==> src/rtl/branch_recovery_ctrl_if.sv <==
// Bundle between branch arbitration, ROB/rename status and the recovery
// consumers (fetch, rename, LSQ).
interface branch_recovery_ctrl_if #(
    parameter int SQN_W = 6,
    parameter int PC_W  = 32,
    parameter int CNT_W = 16
);
    logic             IN_branchTaken;
    logic [PC_W-1:0]  IN_branchDstPC;
    logic [SQN_W-1:0] IN_branchSqN;
    logic [SQN_W-1:0] IN_branchLoadSqN;
    logic [SQN_W-1:0] IN_branchStoreSqN;
    logic             IN_branchFlush;
    logic [SQN_W-1:0] IN_ROB_curSqN;
    logic [SQN_W-1:0] IN_RN_nextSqN;

    logic             OUT_redirectValid;
    logic [PC_W-1:0]  OUT_redirectPC;
    logic             OUT_rnRollbackValid;
    logic [SQN_W-1:0] OUT_rnNextSqN;
    logic             OUT_lsqRollbackValid;
    logic [SQN_W-1:0] OUT_lsqLoadSqN;
    logic [SQN_W-1:0] OUT_lsqStoreSqN;
    logic             OUT_stall;
    logic             OUT_busy;
    logic [CNT_W-1:0] OUT_recoveryCount;

    // Environment side: drives branch/status, observes recovery outputs.
    modport master (
        output IN_branchTaken, IN_branchDstPC, IN_branchSqN, IN_branchLoadSqN,
               IN_branchStoreSqN, IN_branchFlush, IN_ROB_curSqN, IN_RN_nextSqN,
        input  OUT_redirectValid, OUT_redirectPC, OUT_rnRollbackValid, OUT_rnNextSqN,
               OUT_lsqRollbackValid, OUT_lsqLoadSqN, OUT_lsqStoreSqN, OUT_stall,
               OUT_busy, OUT_recoveryCount
    );

    // Recovery controller side.
    modport slave (
        input  IN_branchTaken, IN_branchDstPC, IN_branchSqN, IN_branchLoadSqN,
               IN_branchStoreSqN, IN_branchFlush, IN_ROB_curSqN, IN_RN_nextSqN,
        output OUT_redirectValid, OUT_redirectPC, OUT_rnRollbackValid, OUT_rnNextSqN,
               OUT_lsqRollbackValid, OUT_lsqLoadSqN, OUT_lsqStoreSqN, OUT_stall,
               OUT_busy, OUT_recoveryCount
    );
endinterface

==> src/rtl/branch_recovery_ctrl.sv <==
// Branch recovery sequencer: turns the arbitrated mispredict into one-cycle
// redirect/rollback pulses, then stalls the frontend until the ROB has
// drained to the rename point (equality seen on two consecutive cycles).
module branch_recovery_ctrl #(
    parameter int SQN_W = 6,
    parameter int PC_W  = 32,
    parameter int CNT_W = 16
) (
    input  logic                   clk,
    input  logic                   rst,
    branch_recovery_ctrl_if.slave  bus
);
    typedef enum logic [1:0] {
        IDLE     = 2'd0,
        REDIRECT = 2'd1,
        DRAIN    = 2'd2,
        SETTLE   = 2'd3
    } state_t;

    state_t                  state_q;
    state_t                  state_d;
    logic [SQN_W-1:0]        cap_sqn;
    logic signed [SQN_W-1:0] sqn_diff;
    logic                    older;
    logic                    accept;
    logic                    drained;

    function automatic logic [CNT_W-1:0] sat_inc(input logic [CNT_W-1:0] v);
        return (&v) ? v : v + 1'b1;
    endfunction

    // Flush squashes the branch itself; otherwise rename resumes just after it.
    function automatic logic [SQN_W-1:0] rollback_sqn(input logic [SQN_W-1:0] sqn,
                                                      input logic flush);
        return flush ? sqn : sqn + 1'b1;
    endfunction

    // Age compare by signed modular difference so sqN wrap-around is harmless.
    assign sqn_diff = $signed(bus.IN_branchSqN - cap_sqn);
    assign older    = sqn_diff[SQN_W-1];
    assign accept   = bus.IN_branchTaken && ((state_q == IDLE) || older);
    assign drained  = (bus.IN_ROB_curSqN == bus.IN_RN_nextSqN);

    // Next-state logic; a newly accepted older branch always restarts at REDIRECT.
    always_comb begin
        state_d = state_q;
        case (state_q)
            IDLE:     if (accept) state_d = REDIRECT;
            REDIRECT: state_d = accept ? REDIRECT : DRAIN;
            DRAIN: begin
                if (accept)       state_d = REDIRECT;
                else if (drained) state_d = SETTLE;
            end
            SETTLE: begin
                if (accept)       state_d = REDIRECT;
                else if (drained) state_d = IDLE;
                else              state_d = DRAIN;
            end
            default:  state_d = IDLE;
        endcase
    end

    // State register, branch capture and fully registered outputs.
    always_ff @(posedge clk) begin
        if (rst) begin
            state_q                  <= IDLE;
            cap_sqn                  <= '0;
            bus.OUT_redirectValid    <= 1'b0;
            bus.OUT_redirectPC       <= '0;
            bus.OUT_rnRollbackValid  <= 1'b0;
            bus.OUT_rnNextSqN        <= '0;
            bus.OUT_lsqRollbackValid <= 1'b0;
            bus.OUT_lsqLoadSqN       <= '0;
            bus.OUT_lsqStoreSqN      <= '0;
            bus.OUT_stall            <= 1'b0;
            bus.OUT_busy             <= 1'b0;
            bus.OUT_recoveryCount    <= '0;
        end else begin
            state_q                  <= state_d;
            bus.OUT_stall            <= (state_d != IDLE);
            bus.OUT_busy             <= (state_d != IDLE);
            bus.OUT_redirectValid    <= accept;
            bus.OUT_rnRollbackValid  <= accept;
            bus.OUT_lsqRollbackValid <= accept;
            if (accept) begin
                cap_sqn                <= bus.IN_branchSqN;
                bus.OUT_redirectPC     <= bus.IN_branchDstPC;
                bus.OUT_rnNextSqN      <= rollback_sqn(bus.IN_branchSqN, bus.IN_branchFlush);
                bus.OUT_lsqLoadSqN     <= bus.IN_branchLoadSqN;
                bus.OUT_lsqStoreSqN    <= bus.IN_branchStoreSqN;
                bus.OUT_recoveryCount  <= sat_inc(bus.OUT_recoveryCount);
            end
        end
    end
endmodule

==> src/flat_wrapper.sv <==
// flat-port wrapper written by rule: the top's interface ports become plain ports
module branch_recovery_ctrl_flat 
#(
    parameter int SQN_W = 6,
    parameter int PC_W  = 32,
    parameter int CNT_W = 16
)
  (clk, rst, bus_IN_branchTaken, bus_IN_branchDstPC, bus_IN_branchSqN, bus_IN_branchLoadSqN, bus_IN_branchStoreSqN, bus_IN_branchFlush, bus_IN_ROB_curSqN, bus_IN_RN_nextSqN, bus_OUT_redirectValid, bus_OUT_redirectPC, bus_OUT_rnRollbackValid, bus_OUT_rnNextSqN, bus_OUT_lsqRollbackValid, bus_OUT_lsqLoadSqN, bus_OUT_lsqStoreSqN, bus_OUT_stall, bus_OUT_busy, bus_OUT_recoveryCount);
  branch_recovery_ctrl_if #(.SQN_W(SQN_W), .PC_W(PC_W), .CNT_W(CNT_W)) bus_i ();
  input  logic clk;
  input  logic rst;
  input wire logic [$bits(bus_i.IN_branchTaken)-1:0] bus_IN_branchTaken;
  input wire logic [$bits(bus_i.IN_branchDstPC)-1:0] bus_IN_branchDstPC;
  input wire logic [$bits(bus_i.IN_branchSqN)-1:0] bus_IN_branchSqN;
  input wire logic [$bits(bus_i.IN_branchLoadSqN)-1:0] bus_IN_branchLoadSqN;
  input wire logic [$bits(bus_i.IN_branchStoreSqN)-1:0] bus_IN_branchStoreSqN;
  input wire logic [$bits(bus_i.IN_branchFlush)-1:0] bus_IN_branchFlush;
  input wire logic [$bits(bus_i.IN_ROB_curSqN)-1:0] bus_IN_ROB_curSqN;
  input wire logic [$bits(bus_i.IN_RN_nextSqN)-1:0] bus_IN_RN_nextSqN;
  output wire logic [$bits(bus_i.OUT_redirectValid)-1:0] bus_OUT_redirectValid;
  output wire logic [$bits(bus_i.OUT_redirectPC)-1:0] bus_OUT_redirectPC;
  output wire logic [$bits(bus_i.OUT_rnRollbackValid)-1:0] bus_OUT_rnRollbackValid;
  output wire logic [$bits(bus_i.OUT_rnNextSqN)-1:0] bus_OUT_rnNextSqN;
  output wire logic [$bits(bus_i.OUT_lsqRollbackValid)-1:0] bus_OUT_lsqRollbackValid;
  output wire logic [$bits(bus_i.OUT_lsqLoadSqN)-1:0] bus_OUT_lsqLoadSqN;
  output wire logic [$bits(bus_i.OUT_lsqStoreSqN)-1:0] bus_OUT_lsqStoreSqN;
  output wire logic [$bits(bus_i.OUT_stall)-1:0] bus_OUT_stall;
  output wire logic [$bits(bus_i.OUT_busy)-1:0] bus_OUT_busy;
  output wire logic [$bits(bus_i.OUT_recoveryCount)-1:0] bus_OUT_recoveryCount;
  assign bus_i.IN_branchTaken = bus_IN_branchTaken;
  assign bus_i.IN_branchDstPC = bus_IN_branchDstPC;
  assign bus_i.IN_branchSqN = bus_IN_branchSqN;
  assign bus_i.IN_branchLoadSqN = bus_IN_branchLoadSqN;
  assign bus_i.IN_branchStoreSqN = bus_IN_branchStoreSqN;
  assign bus_i.IN_branchFlush = bus_IN_branchFlush;
  assign bus_i.IN_ROB_curSqN = bus_IN_ROB_curSqN;
  assign bus_i.IN_RN_nextSqN = bus_IN_RN_nextSqN;
  assign bus_OUT_redirectValid = bus_i.OUT_redirectValid;
  assign bus_OUT_redirectPC = bus_i.OUT_redirectPC;
  assign bus_OUT_rnRollbackValid = bus_i.OUT_rnRollbackValid;
  assign bus_OUT_rnNextSqN = bus_i.OUT_rnNextSqN;
  assign bus_OUT_lsqRollbackValid = bus_i.OUT_lsqRollbackValid;
  assign bus_OUT_lsqLoadSqN = bus_i.OUT_lsqLoadSqN;
  assign bus_OUT_lsqStoreSqN = bus_i.OUT_lsqStoreSqN;
  assign bus_OUT_stall = bus_i.OUT_stall;
  assign bus_OUT_busy = bus_i.OUT_busy;
  assign bus_OUT_recoveryCount = bus_i.OUT_recoveryCount;
  branch_recovery_ctrl #(.SQN_W(SQN_W), .PC_W(PC_W), .CNT_W(CNT_W)) u_core (.clk(clk), .rst(rst), .bus(bus_i));
endmodule
==> config.mk <==
export PLATFORM = sky130hd
export DESIGN_NAME = branch_recovery_ctrl_flat
export DESIGN_NICKNAME = d
export VERILOG_FILES = /design/src/rtl/branch_recovery_ctrl_if.sv /design/src/rtl/branch_recovery_ctrl.sv /design/src/flat_wrapper.sv
export SDC_FILE = /design/constraint.sdc
export NUM_CORES = 1
export LEC_CHECK = 0
export BUFFER_PORTS_ARGS = -buffer_cell sky130_fd_sc_hd__buf_2
export CAP_MARGIN = 15
export CORE_AREA = 4 4 80 156
export DETAILED_ROUTE_END_ITERATION = 8
export DIE_AREA = 0 0 84 160
export GPL_TIMING_DRIVEN = 0
export PLACE_DENSITY_LB_ADDON = 0.08
export REMOVE_ABC_BUFFERS = 1
export SKIP_LAST_GASP = 1
export SYNTH_ARGS = -nofsm -noshare
export SYNTH_HDL_FRONTEND = slang
export SYNTH_SLANG_ARGS = --single-unit
==> constraint.sdc <==
create_clock -name clk -period 2.1 [get_ports clk]
set_clock_uncertainty 0.15 [all_clocks]
set_input_delay 0.21 -clock clk [delete_from_list [all_inputs] [get_ports clk]]
set_output_delay 0.21 -clock clk [all_outputs]
set_load 0.1 [all_outputs]
==> impl_metrics.tcl <==
set metrics [dict create \
    syn_area_mm2 0.00331 \
    finalSetupViolCount 9 \
    finalMaxSlewViolations 0 \
    cts_made_buffers 9 \
    yosysMostFrequentCell "nand2_1" \
    synth_seq_cells 76 \
    start_util_pct 29.3 \
    p_comb_share_pct 32.7 \
    synthArstFlopShare_pct 0 \
    cp.arrival_ps 2140 \
    clkLatencyLatePin_ps 330 \
    design_power_total_mw 4.46 \
    n_fill_cell 1152 \
    ios 137 \
    hold_path_class "in2reg" \
    yosys.area.top_type_share_pct 46.0 \
    cts.sinks 76 \
    vias 3485 \
    nNetsFinal 663 \
    finalHoldViolCount 0 \
    wl_met1_um 4110 \
    multi_input_area_mm2 0.00190 \
    required_ps 2110 \
    gp_congestion 0.792 \
    io_buffers 136 \
    fin_ws_ps -29.8 \
    crit_path_start_kind "flop" \
    p_leak_nw 2.33 \
    drtAntennaViolNets 0 \
    cts_tree "done" \
    r2r_start "u_core.cap_sqn[4]" \
    die_w_um 84 \
    max_cap_viol_count 0 \
    wl_per_cell_um 14.8 \
    rr_endpoint "u_core.bus.OUT_redirectPC[16]" \
    synthFlopType "dfxtp_1" \
    synth.area.top_cells "dfxtp_1 (46%), nand2_1 (13%), a21oi_1 (9.4%)" \
    synth_compound_area_share_pct 16.3 \
    hold_ws_ps 21.9 \
    p_per_area_mw_per_mm2 833 \
    track_usage_pct 16.6 \
    rows 55 \
    htree_num_levels 3 \
    synth_cell_types 45 \
    rsz0062_at_grt "true" \
    synthSimpleGateAreaFrac_pct 23.9 \
    synth_edf_count 0 \
    syn2layout_area_growth_pct 61.7 \
    grt_pass1_vias 3580 \
    synth_cells 398 \
    yosysSeqAreaShare_pct 46.0 \
    synthAdderAreaFrac_pct 2.27 \
    yosys.area.top_type "dfxtp_1" \
    clkPwrFrac_pct 31.7 \
    hp-start "bus_IN_branchSqN[4]" \
    drive_gt1_share_pct 40.6 \
    worst-path-max-fanout 8 \
    synthXorXnorAreaFrac_pct 3.44 \
    worst_pin_slew_ps 948 \
    swShare_pct 38.0 \
    grt_pass1_wl_um 17900 \
    routed_wirelength_um 10900 \
    hold_depth 3 \
    synth.area.mux_share_pct 2.08 \
    fin_crit_ps 2130 \
    routed-wl-met3_um 535 \
    relSlewSlack_pct 36.8 \
    core_area_mm2 0.0113 \
    post-route-drc-count 0 \
    synth.avg_cell_area_um2 8.31 \
    hold_path_end "u_core.cap_sqn[4]" \
    fin_crit_sh_pct 101 \
    outcome "finished, violations left" \
    synth_top_family_by_area "simple AND/OR/NAND/NOR gates" \
    ys_top_cells_by_count "nand2_1 (116), dfxtp_1 (76), a21oi_1 (62), nor2_1 (18)" \
    dr.pass1.iters 4 \
    cts.path.max_buffers 2 \
    dp_hpwl_um 6630 \
    clock.fmax_mhz 470 \
    clkTransAtPathRegs_ps 60 \
    crit_path_end_kind "flop" \
    viasPerCell 4.72 \
    ir_drop_mv 0.448 \
    die_area_mm2 0.0134 \
    dr.max_layer_used "met4" \
    violations "setup timing" \
    crit_type "reg2reg" \
    drt_iter0_drc 129 \
    seqPwrFrac_pct 35.6 \
    diodes 0 \
    seqCellArea_mm2 0.00153 \
    die_y_um 160 \
    power.internal_mw 2.76 \
    grt_max_degree 80 \
    gr-total-overflow 0 \
    switching_power_mw 1.69 \
    ff2ff_path_depth 10 \
    ctsRootBufferMaster "clkbuf_16" \
    ys_warn_count 0 \
    wl_met2_um 5990 \
    antenna_found_initial 0 \
    ff2ff_setup_slack_ps -30 \
]
-- power by group through the flow --
stage               clock network (mW)  logic, mW  registers [mW]
floorplan                            0      0.251            2.23
global placement                     0       1.13            1.61
detailed placement                   0       1.15            1.61
CTS                               1.47       1.40            1.58
global route                      1.53       1.54            1.60
finish                            1.41       1.46            1.59
-- critical path, stage by stage (launching register included) --
cell	delay [ps]
dfxtp_2	330
inv_2	40
ha_4	280
a21oi_4	60
and3_4	170
a21o_4	240
o21a_4	300
buf_6	130
buf_12	130
nand2_1	70
a21oi_1	60
-- registers in the layout (all words and copies together) (netlist names) --
name and flops:
u_core.bus.OUT_redirectPC 32, u_core.bus.OUT_recoveryCount 16, u_core.bus.OUT_lsqLoadSqN 6, u_core.bus.OUT_lsqStoreSqN 6
u_core.bus.OUT_rnNextSqN 6, u_core.cap_sqn 6, u_core.state_q 2, u_core.bus.OUT_redirectValid 1
u_core.bus.OUT_stall 1
-- metal layers --
metal  up-vias  global-route usage [%]
li1       1732                       -
met1      1634                    17.8
met2       101                    30.4
met3        18                    3.67
met4         0                    7.69
met5         -                       0
-- per-stage QoR --
stage	util (%)	setup TNS (ps)	instances	setup slack (ps)	cell area, um2
global placement	35.3	-167670	651	-2940	3990
finish	47.4	-104	738	-29.8	5350
global route	47.4	-4940	738	-134	5350
detailed placement	35.9	-34850	653	-665	4050
floorplan	-	-84780	373	-1410	3130
CTS	45.5	-4630	731	-102	5140
-- cells in the final DEF (no fill, tap or decap), types with 5 or more instances in the layout --
cell,instances
buf_2,135
nand2_1,98
dfxtp_1,73
a21oi_1,54
dlygate4sd3_1,45
nand2_2,15
nor2_1,12
clkbuf_16,10
buf_12,8
nor2b_1,7
nor2_4,7
buf_4,7
buf_6,7
nand4_1,6
xor2_1,6
a21oi_2,6
xnor2_1,6
inv_1,5
nand3_1,5
a211oi_2,5
-- area by class of cell --
| cell class | instances | share of cell area [%] |
|---|---|---|
| Multi-Input combinational cell | 294 | 35.5 |
| Sequential cell | 76 | 28.5 |
| Timing Repair Buffer | 204 | 27.2 |
| Clock buffer | 10 | 4.28 |
| Tap cell | 142 | 3.32 |
| Clock inverter | 6 | 0.772 |
| Inverter | 6 | 0.421 |
-- cell families after synthesis --
| kind of cell | after synthesis |
|---|---|
| XOR/XNOR | 13 |
| multiplexers | 6 |
| buffers and inverters | 31 |
| adder cells (fa/ha/maj) | 6 |
| AND/OR/NAND/NOR | 178 |
| flip-flops | 76 |
| AO/OA/AOI/OAI | 88 |
-- worst max path at each step --
stage                                    from                               end  slack (ps)  cells after the start
after floorplan             u_core.cap_sqn[2]  u_core.bus.OUT_recoveryCount[15]       -1410                      8
after global placement    bus_IN_branchSqN[2]  u_core.bus.OUT_recoveryCount[15]       -2940                      8
after detailed placement  bus_IN_branchSqN[4]       u_core.bus.OUT_rnNextSqN[5]        -660                      9
after CTS                   u_core.cap_sqn[4]     u_core.bus.OUT_redirectPC[17]        -100                      9
after global routing        u_core.cap_sqn[4]     u_core.bus.OUT_redirectPC[16]        -130                     11
final                       u_core.cap_sqn[4]     u_core.bus.OUT_redirectPC[16]         -30                     10
-- repair_timing --
action	4_1_cts	5_1_grt
hold buffers	45	0
buffers inserted	11	12
pin swaps	33	19
resized for setup	43	44
endpoints found under the hold margin	45	0
setup endpoints to repair	73	74
gates cloned	6	0
Note: power is estimated with default switching activity, not from simulation.
